--- src/rtl/dummy_rtl_dma64_pkg.sv ---
// Shared types and constants for the 64-bit dummy accelerator load/store sequencer.
package dummy_rtl_dma64_pkg;

    typedef enum logic [2:0] {
        S_IDLE,
        S_RD_REQ,
        S_RD_DATA,
        S_WR_REQ,
        S_WR_DATA,
        S_DONE
    } state_t;

    localparam logic [2:0] DMA_SIZE_64 = 3'b011;

    // Width of a counter that must hold 0..burst_beats inclusive.
    function automatic int beat_cnt_w(input int burst_beats);
        return $clog2(burst_beats + 1);
    endfunction

endpackage

--- src/rtl/dummy_rtl_dma64_fifo.sv ---
// Synchronous first-word fall-through FIFO holding one DMA burst between read and write-back.
module dummy_rtl_dma64_fifo #(
    parameter int DEPTH = 16,
    parameter int WIDTH = 64
) (
    input  logic             clk,
    input  logic             rst,
    input  logic             clr,
    input  logic             push,
    input  logic [WIDTH-1:0] push_data,
    input  logic             pop,
    output logic [WIDTH-1:0] pop_data,
    output logic             full,
    output logic             empty
);

    localparam int AW = $clog2(DEPTH);
    localparam int CW = $clog2(DEPTH + 1);

    logic [WIDTH-1:0] mem [DEPTH];
    logic [AW-1:0]    wr_ptr;
    logic [AW-1:0]    rd_ptr;
    logic [CW-1:0]    count;
    logic             do_push;
    logic             do_pop;

    assign do_push  = push && !full;
    assign do_pop   = pop && !empty;
    assign full     = (count == CW'(DEPTH));
    assign empty    = (count == '0);
    assign pop_data = mem[rd_ptr];

    // NOTE: sequential state is assigned with <= so every register samples pre-edge values.
    always_ff @(posedge clk or posedge rst) begin
        if (rst) begin
            wr_ptr <= '0;
            rd_ptr <= '0;
            count  <= '0;
        end else if (clr) begin
            wr_ptr <= '0;
            rd_ptr <= '0;
            count  <= '0;
        end else begin
            if (do_push) wr_ptr <= wr_ptr + AW'(1);
            if (do_pop)  rd_ptr <= rd_ptr + AW'(1);
            case ({do_push, do_pop})
                2'b10:   count <= count + CW'(1);
                2'b01:   count <= count - CW'(1);
                default: count <= count;
            endcase
        end
    end

    // NOTE: storage has no reset; only the pointers do, so the array maps onto plain RAM.
    always_ff @(posedge clk) begin
        if (do_push) mem[wr_ptr] <= push_data;
    end

endmodule

--- src/rtl/dummy_rtl_dma64_seq.sv ---
// Load/store sequencer: splits a copy of conf_info_size words into bounded read bursts,
// buffers each burst, and writes it back to the region directly after the input.
module dummy_rtl_dma64_seq
    import dummy_rtl_dma64_pkg::*;
#(
    parameter int BURST_BEATS = 16
) (
    input  logic        clk,
    input  logic        rst,
    input  logic [31:0] conf_info_size,
    input  logic        conf_done,
    output logic        dma_read_ctrl_valid,
    input  logic        dma_read_ctrl_ready,
    output logic [31:0] dma_read_ctrl_data_index,
    output logic [31:0] dma_read_ctrl_data_length,
    output logic [2:0]  dma_read_ctrl_data_size,
    input  logic        dma_read_chnl_valid,
    output logic        dma_read_chnl_ready,
    input  logic [63:0] dma_read_chnl_data,
    output logic        dma_write_ctrl_valid,
    input  logic        dma_write_ctrl_ready,
    output logic [31:0] dma_write_ctrl_data_index,
    output logic [31:0] dma_write_ctrl_data_length,
    output logic [2:0]  dma_write_ctrl_data_size,
    output logic        dma_write_chnl_valid,
    input  logic        dma_write_chnl_ready,
    output logic [63:0] dma_write_chnl_data,
    output logic        acc_done,
    output logic [31:0] debug
);

    localparam int          CNT_W     = beat_cnt_w(BURST_BEATS);
    localparam logic [31:0] BURST_LEN = 32'(BURST_BEATS);

    state_t             state;
    state_t             state_next;
    logic               conf_done_q;
    logic               conf_done_qq;
    logic               start;
    logic [31:0]        total;
    logic [31:0]        offset;
    logic [31:0]        remain;
    logic [31:0]        len;
    logic [CNT_W-1:0]   beat_cnt;
    logic               burst_last;
    logic               rd_ctrl_hs;
    logic               rd_beat;
    logic               wr_ctrl_hs;
    logic               wr_beat;
    logic               fifo_full;
    logic               fifo_empty;
    logic [63:0]        fifo_head;

    // Edge detect runs on the registered copy of conf_done, costing one cycle of start latency.
    assign start      = conf_done_q && !conf_done_qq;
    assign remain     = total - offset;
    assign len        = (remain < BURST_LEN) ? remain : BURST_LEN;
    assign burst_last = ((32'(beat_cnt) + 32'd1) == len);

    assign rd_ctrl_hs = dma_read_ctrl_valid && dma_read_ctrl_ready;
    assign rd_beat    = dma_read_chnl_valid && dma_read_chnl_ready;
    assign wr_ctrl_hs = dma_write_ctrl_valid && dma_write_ctrl_ready;
    assign wr_beat    = dma_write_chnl_valid && dma_write_chnl_ready;

    assign dma_read_ctrl_data_size  = DMA_SIZE_64;
    assign dma_write_ctrl_data_size = DMA_SIZE_64;
    assign dma_read_chnl_ready      = (state == S_RD_DATA) && !fifo_full;
    assign dma_write_chnl_valid     = (state == S_WR_DATA) && !fifo_empty;
    assign dma_write_chnl_data      = dma_write_chnl_valid ? fifo_head : '0;

    dummy_rtl_dma64_fifo #(
        .DEPTH (BURST_BEATS),
        .WIDTH (64)
    ) u_fifo (
        .clk       (clk),
        .rst       (rst),
        .clr       ((state == S_IDLE) && start),
        .push      (rd_beat),
        .push_data (dma_read_chnl_data),
        .pop       (wr_beat),
        .pop_data  (fifo_head),
        .full      (fifo_full),
        .empty     (fifo_empty)
    );

    always_ff @(posedge clk or posedge rst) begin
        if (rst) state <= S_IDLE;
        else     state <= state_next;
    end

    // NOTE: state_next gets its default first, so every path assigns it and no latch is inferred.
    always_comb begin
        state_next = state;
        case (state)
            S_IDLE:    if (start) state_next = (conf_info_size == '0) ? S_DONE : S_RD_REQ;
            S_RD_REQ:  if (rd_ctrl_hs) state_next = S_RD_DATA;
            S_RD_DATA: if (rd_beat && burst_last) state_next = S_WR_REQ;
            S_WR_REQ:  if (wr_ctrl_hs) state_next = S_WR_DATA;
            S_WR_DATA: if (wr_beat && burst_last)
                           state_next = ((offset + len) == total) ? S_DONE : S_RD_REQ;
            S_DONE:    state_next = S_IDLE;
            default:   state_next = S_IDLE;
        endcase
    end

    always_ff @(posedge clk or posedge rst) begin
        if (rst) begin
            conf_done_q                <= 1'b0;
            conf_done_qq               <= 1'b0;
            total                      <= '0;
            offset                     <= '0;
            beat_cnt                   <= '0;
            debug                      <= '0;
            acc_done                   <= 1'b0;
            dma_read_ctrl_valid        <= 1'b0;
            dma_read_ctrl_data_index   <= '0;
            dma_read_ctrl_data_length  <= '0;
            dma_write_ctrl_valid       <= 1'b0;
            dma_write_ctrl_data_index  <= '0;
            dma_write_ctrl_data_length <= '0;
        end else begin
            conf_done_q  <= conf_done;
            conf_done_qq <= conf_done_q;
            acc_done     <= (state == S_DONE);
            case (state)
                S_IDLE: begin
                    if (start) begin
                        total    <= conf_info_size;
                        offset   <= '0;
                        debug    <= '0;
                        beat_cnt <= '0;
                    end
                end
                // Ctrl fields load together with valid and hold until the handshake.
                S_RD_REQ: begin
                    if (!dma_read_ctrl_valid) begin
                        dma_read_ctrl_valid       <= 1'b1;
                        dma_read_ctrl_data_index  <= offset;
                        dma_read_ctrl_data_length <= len;
                    end else if (dma_read_ctrl_ready) begin
                        dma_read_ctrl_valid <= 1'b0;
                    end
                end
                S_RD_DATA: begin
                    if (rd_beat) beat_cnt <= burst_last ? '0 : beat_cnt + CNT_W'(1);
                end
                S_WR_REQ: begin
                    if (!dma_write_ctrl_valid) begin
                        dma_write_ctrl_valid       <= 1'b1;
                        dma_write_ctrl_data_index  <= total + offset;
                        dma_write_ctrl_data_length <= len;
                    end else if (dma_write_ctrl_ready) begin
                        dma_write_ctrl_valid <= 1'b0;
                    end
                end
                S_WR_DATA: begin
                    if (wr_beat) begin
                        if (burst_last) begin
                            beat_cnt <= '0;
                            offset   <= offset + len;
                            debug    <= debug + 32'd1;
                        end else begin
                            beat_cnt <= beat_cnt + CNT_W'(1);
                        end
                    end
                end
                default: ;
            endcase
        end
    end

endmodule
--- config.mk ---
export PLATFORM = sky130hd
export DESIGN_NAME = dummy_rtl_dma64_seq
export DESIGN_NICKNAME = d
export VERILOG_FILES = /design/src/rtl/dummy_rtl_dma64_pkg.sv /design/src/rtl/dummy_rtl_dma64_fifo.sv /design/src/rtl/dummy_rtl_dma64_seq.sv
export SDC_FILE = /design/constraint.sdc
export NUM_CORES = 1
export LEC_CHECK = 0
export BUFFER_PORTS_ARGS = -buffer_cell sky130_fd_sc_hd__clkbuf_2
export CAP_MARGIN = 10
export CORE_AREA = 2 2 468 284
export CTS_CLUSTER_DIAMETER = 40
export DETAILED_ROUTE_END_ITERATION = 6
export DIE_AREA = 0 0 470 286
export PLACE_DENSITY = 0.61
export SLEW_MARGIN = 25
export SYNTH_ARGS = -nofsm -noshare
export SYNTH_HDL_FRONTEND = slang
export SYNTH_HIERARCHICAL = 1
export SYNTH_SLANG_ARGS = --single-unit
--- constraint.sdc ---
create_clock -name clk -period 17.11 [get_ports clk]
set_clock_uncertainty 0.05 [all_clocks]
set_input_delay 0.8555 -clock clk [delete_from_list [all_inputs] [get_ports clk]]
set_output_delay 0.8555 -clock clk [all_outputs]
set_load 0.02 [all_outputs]
==> reports/results.ini, run 1 <==
[status]
status=completed

[floorplanning]
rows=103
coreArea_mm2=0.130
dieArea_mm2=0.134
io_pins=338
initial_core_util_pct=42.7
die_h_um=286
die_w_um=470

[timing]
fmax_mhz=108
whs_ps=174
worstMarginPinSlew_ps=1080
fin_crit_ps=9250
setup_viol=0
drv_slew=0
max_slew_margin_pct=28.2
rsz0062_at_grt=no
final-hold-violation-count=0
tns_ps=0
period_share_pct=54.1

[critical_path]
cp.arrival_ps=9900
crit_path_top_delay_cell=or4b_1
reg2reg_depth=28
path_common_cell=nor4_1
crit_path_start_kind=register
cp_slowest_stage_delay_ps=790
cp.required_ps=17760
worstPathMaxFanout=10
path_class=register to register
cp-end-kind=register

[global_route]
antenna_found_initial=14
grt_util_met2_pct=30.0
met3_usage_pct=6.53
busiest_layer=met1
grt.overflow.total=0
first_global_vias=31800
grt_max_degree=111
grtUsageTotal_pct=22.1
grt_first_pass_wirelength_um=219000
met1_usage_pct=34.2

[cts]
clk_latency_ps=770
cts.sinks=1274
cts_tree=done
cts_buffers=142
cts_htree_levels=4
ctsResizeCount=0
cts_root_buf=clkbuf_16
post_cts_buffers=0
hold_buffers=0
clk_pin_slew_ps=60
cts_buffer_depth=3

[synthesis]
synth_common_cells=edfxtp_1 (1024), mux4_2 (320), nand2_1 (281)
synth_edf_count=1024
post-synth-top-count-cell=edfxtp_1
netlist_top_cells_area=edfxtp_1 (55%), mux4_2 (13%), dfrtp_1 (11%)
syn_inst=3481
synth_area_mm2=0.0557
synth-main-ff-cell=edfxtp_1
synthDistinctLibCells=109
synthArstFlopShare_pct=19.6
yosysTopAreaCell=edfxtp_1
ys_ff_latch=1274
syn_area_per_cell_um2=16.0
yosysTopAreaCellShare_pct=55.2
yosys_warnings=6
ys_seq_area_share_pct=66.4

[final_layout]
regArea_mm2=0.0370
multi_input_area_mm2=0.0177
nFillCells=10900
fin_nets=4056
fin_area_mm2=0.0641
areaGrowthSynthToFinish_pct=15.0
final_layout_size_suffix_gt1_share_pct=25.4

[power_and_ir_drop]
cellPowerDensity_mw_per_mm2=131
leakage_nw=22.7
power_mw=8.37
ir_drop_mv=0.0961

[drt]
vias=32600
wire_per_inst_um=26.2
finalWirelength_um=149000
ant_nets=0
via_per_inst=5.72
drcViolationCount=0
drt_iter0_drc=3564
drt-pass1-iter-count=6

[hold_path]
worstHoldPathType=input pin to register
hold_depth=1

[place]
gp_congestion=0.960
dpl_cell_area_mm2=0.0593
portBuffers=331
dp.final_hpwl_um=90600

[run]
maxCapViolCount=0

-- registers in the layout (all words and copies together), names as in the netlist, 32 cells and up --
signal                      count
offset                         32
total                          32
dma_read_ctrl_data_length      32
debug                          32
u_fifo/mem                   1024
dma_write_ctrl_data_index      32
dma_read_ctrl_data_index       32
dma_write_ctrl_data_length     32
-- worst max-delay path: cells and delay by family (launching register included) --
kind,cells,cell delay [ps]
AOI/OAI and AO/OA,9,2280
xor gates and xnor gates,1,260
adders and majority gates,2,850
buffers and inverters,1,330
DFF,1,580
and+or+nand+nor,15,4810
-- cell type report --
cell class / count / area share, %
Sequential cell: 1274 / 57.8
Multi-Input combinational cell: 1954 / 27.7
Clock buffer: 160 / 5.76
Tap cell: 1732 / 3.38
Timing Repair Buffer: 383 / 3.24
Clock inverter: 99 / 1.54
Inverter: 96 / 0.574
Antenna cell: 2 / 0.00781
-- power by group --
group / switching [mW] / internal (mW) / total (mW)
Sequential: 0.162 / 3.49 / 3.66
Clock: 1.33 / 1.69 / 3.02
Combinational: 1.12 / 0.575 / 1.69
-- path summary, 6_finish.rpt --
check                                      start                            to  slack, ps
setup reg to reg           offset[2]$_DFFE_PP0P_          state[2]$_DFFE_PP0P_       7860
hold reg to reg            conf_done_q$_DFF_PP0_        conf_done_qq$_DFF_PP0_        340
min in group asynchronous                    rst  u_fifo/wr_ptr[3]$_DFFE_PP0P_        240
max in group asynchronous                    rst         debug[18]$_DFFE_PP0P_      15270
setup / recovery           offset[2]$_DFFE_PP0P_          state[2]$_DFFE_PP0P_       7860
hold / removal                         conf_done         conf_done_q$_DFF_PP0_        170
-- cell usage in the layout (no fill, tap or decap), types with 16 or more instances in the layout --
master     count
nand3_1       75
o21bai_1      17
o21ai_0      157
nor2_1       136
edfxtp_1    1024
nor4_1        21
clkinv_2      18
nand2b_1      19
xnor2_1       81
clkinv_1      24
buf_4         49
xor2_1        47
mux4_2       320
a21oi_1       98
nand4_1       19
clkbuf_16    143
ha_1         100
dfrtp_1      246
o21a_1        16
o211ai_1      19
and3_1        18
conb_1        32
clkbuf_2     331
inv_1         92
a21o_1        23
nor3_1        41
nand2_1      279
or3_1         24
a31oi_1       16
and2_1       129
-- metrics by stage --
stage / util [%] / cells / setup slack, ps
final: 49.1 / 5700 / 7860
after global routing: 49.1 / 5700 / 7180
after CTS: 49.1 / 5696 / 8160
after detailed placement: 45.5 / 5437 / 8260
after global placement: 45.5 / 5437 / 8350
after floorplan: - / 3511 / 9580
-- metal layers --
metal,wire length (µm),share of wire (%)
met5,83,0.056
met4,3140,2.1
met3,14100,9.5
met2,62300,42
met1,69500,47
-- cell families (layout without fill, tap and decap cells) --
family                   after synthesis  after routing  share of synthesized area, %
flip-flops                          1274           1274                          66.4
buffers and inverters                283            738                          2.13
multiplexers                         338            338                          13.3
AO/OA/AOI/OAI                        494            494                          5.87
XOR/XNOR                             134            134                          2.26
adder cells (fa/ha/maj)              103            103                          2.34
other                                  2             34                        0.0135
AND/OR/NAND/NOR                      853            853                          7.66
Note: power is estimated with default switching activity, not from simulation.
==> run 2: changes to the inputs <==
--- a/config.mk
+++ b/config.mk
@@ -11,7 +11,7 @@
 export CTS_CLUSTER_DIAMETER = 40
 export DETAILED_ROUTE_END_ITERATION = 6
 export DIE_AREA = 0 0 470 286
-export PLACE_DENSITY = 0.61
+export PLACE_DENSITY = 0.63
 export SLEW_MARGIN = 25
 export SYNTH_ARGS = -nofsm -noshare
 export SYNTH_HDL_FRONTEND = slang
==> constraint.sdc (replaced) <==
create_clock -name clk -period 7.77 [get_ports clk]
set_clock_uncertainty 0.05 [all_clocks]
set_input_delay 0.3885 -clock clk [delete_from_list [all_inputs] [get_ports clk]]
set_output_delay 0.3885 -clock clk [all_outputs]
set_load 0.02 [all_outputs]
==> reports/results.ini, run 2 (synthesis results as in run 1) <==
[status]
status=completed

[critical_path]
path_class=register to register
cp_slowest_stage_delay_ps=650  ; -140 ps
crit_path_top_delay_cell=or4b_4
worstSetupStartpoint=offset[13]$_DFFE_PP0P_
r2r_start=offset[13]$_DFFE_PP0P_
cp.required_ps=8370  ; -9390 ps
crit_path_start_kind=register
reg2reg_slack_ps=150  ; -7710 ps
cp-end-kind=register
r2r-end=state[2]$_DFFE_PP0P_
path_common_cell=nand4_1
crit_path_end=state[2]$_DFFE_PP0P_
cp.arrival_ps=8220  ; -1680 ps
reg2reg_depth=29  ; +3.6%
worstPathMaxFanout=7  ; -3

[final_layout]
fin_area_mm2=0.0663  ; +3.4%
largest_reg_flops=1024  ; unchanged
layoutNonFillerInstCount=5866  ; +2.9%
final_cell_mix=edfxtp_1 (1024), clkbuf_2 (331), mux4_2 (320), nand2_1 (278), dfrtp_1 (241)
top_register=u_fifo/mem
final_common_cell=edfxtp_1
areaGrowthSynthToFinish_pct=19.0
final_layout_size_suffix_gt1_share_pct=27.7  ; +2.2 points
fin_nets=4219  ; +4.0%

[cts]
cts_root_buf=clkbuf_16
cts.sinks=1274  ; unchanged
cts_buffer_depth=3  ; unchanged
cts_tree=done
cts_htree_levels=4  ; unchanged
clk_pin_slew_ps=60  ; about the same
clk_latency_ps=760  ; about the same
cts_buffers=145  ; +2.1%

[global_route]
first_global_vias=32800  ; +3.1%
grtUsageTotal_pct=22.4  ; +0.29 points
grt_max_degree=151  ; +36%
antenna_found_initial=5  ; -9
grt_first_pass_wirelength_um=223000  ; +2.0%
grt.overflow.total=0  ; unchanged

[drt]
drt_iter0_drc=3529  ; -0.98%
via_per_inst=5.73  ; +0.13%
drcViolationCount=0  ; unchanged
ant_nets=0  ; unchanged
drt-pass1-iter-count=5  ; -1
finalWirelength_um=152000  ; +1.9%
vias=33600  ; +3.0%
wire_per_inst_um=25.9  ; -0.96%

[timing]
tns_ps=0  ; unchanged
final-hold-violation-count=0  ; unchanged
max_slew_margin_pct=25.1  ; -3.0 points
fmax_mhz=131  ; +21%
period_share_pct=98.0  ; +44 points
drv_slew=0  ; unchanged
worstMarginPinSlew_ps=1120  ; +45.7 ps
setup_viol=0  ; unchanged
fin_crit_ps=7620  ; -1630 ps
rsz0062_at_grt=yes
setup_ws_ps=153  ; -7710 ps

[place]
dp.cells=5490  ; +0.97%
gp_congestion=0.970  ; +1.1%
dp.final_hpwl_um=92600  ; +2.2%
portBuffers=331  ; unchanged
dpl_cell_area_mm2=0.0599  ; +0.88%
place_ws_ps=-287  ; -8540 ps

[floorplanning]
io_pins=338  ; unchanged
rows=103  ; unchanged
coreArea_mm2=0.130  ; unchanged
die_w_um=470  ; unchanged
initial_core_util_pct=42.7  ; unchanged
dieArea_mm2=0.134  ; unchanged
die_h_um=286  ; unchanged

[hold_path]
worstHoldPathType=input pin to asynchronous set/reset pin

[run]
maxCapViolCount=0  ; unchanged

[power_and_ir_drop]
cellPowerDensity_mw_per_mm2=287  ; +120%
leakage_nw=23.5  ; +3.8%
ir_drop_mv=0.214  ; +120%
power_mw=19.0  ; +130%

[run 2: cell types whose count changed in the layout (fill, tap and decap cells not counted), sizes merged]
cell         delta
clkbuf          +5
clkinvlp        +1
dlygate4sd3   +100
diode           +2
buf            +60
clkinv          -3
inv             -3
bufinv          +4
[run 2: area by class of cell]
class / instances / area, µm²
Antenna cell: 4 / 10.0
Clock buffer: 165 / 3740
Clock inverter: 98 / 1120
Fill cell: 10800 / 64200
Inverter: 96 / 373
Multi-Input combinational cell: 1954 / 18200
Sequential cell: 1274 / 37000
Tap cell: 1732 / 2170
Timing Repair Buffer: 543 / 3650
[run 2: report_power, final]
group / internal [mW] / switching [mW] / leakage (nW)
Clock: 3.90 / 2.94 / 2.34
Sequential: 7.70 / 0.322 / 12.6
Combinational: 1.53 / 2.65 / 8.64
[run 2: what timing repair did]
| action | 4_1_cts | 5_1_grt |
|---|---|---|
| hold buffers | 100 | 0 |
| hold endpoints to repair | 1193 | 0 |
| buffers inserted | 0 | 9 |
| resized for setup | 6 | 88 |
| pin swaps | 0 | 31 |
| setup endpoints to repair | 1 | 6 |
[run 2: routing by layer]
layer,vias to the layer above,routed length (µm),track usage [%]
li1,14600,-,-
met2,1376,64800,31.1
met1,17400,69900,34.6
met5,-,26,0
met4,4,2760,5.29
met3,203,14500,6.33
[run 2: worst max-delay path, delay by kind of cell (launching register included)]
kind / cells / cell delay [ps]
AOI/OAI and AO/OA: 11 / 2280
xor gates and xnor gates: 1 / 170
adders and majority gates: 2 / 580
buffers and inverters: 2 / 320
DFF: 1 / 460
and+or+nand+nor: 13 / 3650
[run 2: worst min-delay path by stage]
| stage | end | depth (start not counted) | slack, ps | from |
|---|---|---|---|---|
| after detailed placement | conf_done_qq$_DFF_PP0_ | 0 | 330 | conf_done_q$_DFF_PP0_ |
| after global placement | conf_done_qq$_DFF_PP0_ | 0 | 330 | conf_done_q$_DFF_PP0_ |
| after CTS | u_fifo/count[4]$_DFFE_PP0P_ | 5 | 220 | dma_read_chnl_valid |
| after global routing | conf_done_q$_DFF_PP0_ | 2 | 250 | conf_done |
| after floorplan | u_fifo/count[0]$_DFFE_PP0P_ | 1 | 220 | rst |
| final | debug[31]$_DFFE_PP0P_ | 3 | 240 | rst |
[run 2: metrics by stage]
step	hold WS, ps	utilization (%)
floorplan	215	-
global placement	334	45.8
detailed placement	332	45.9
CTS	215	50.4
global route	252	50.8
finish	240	50.8
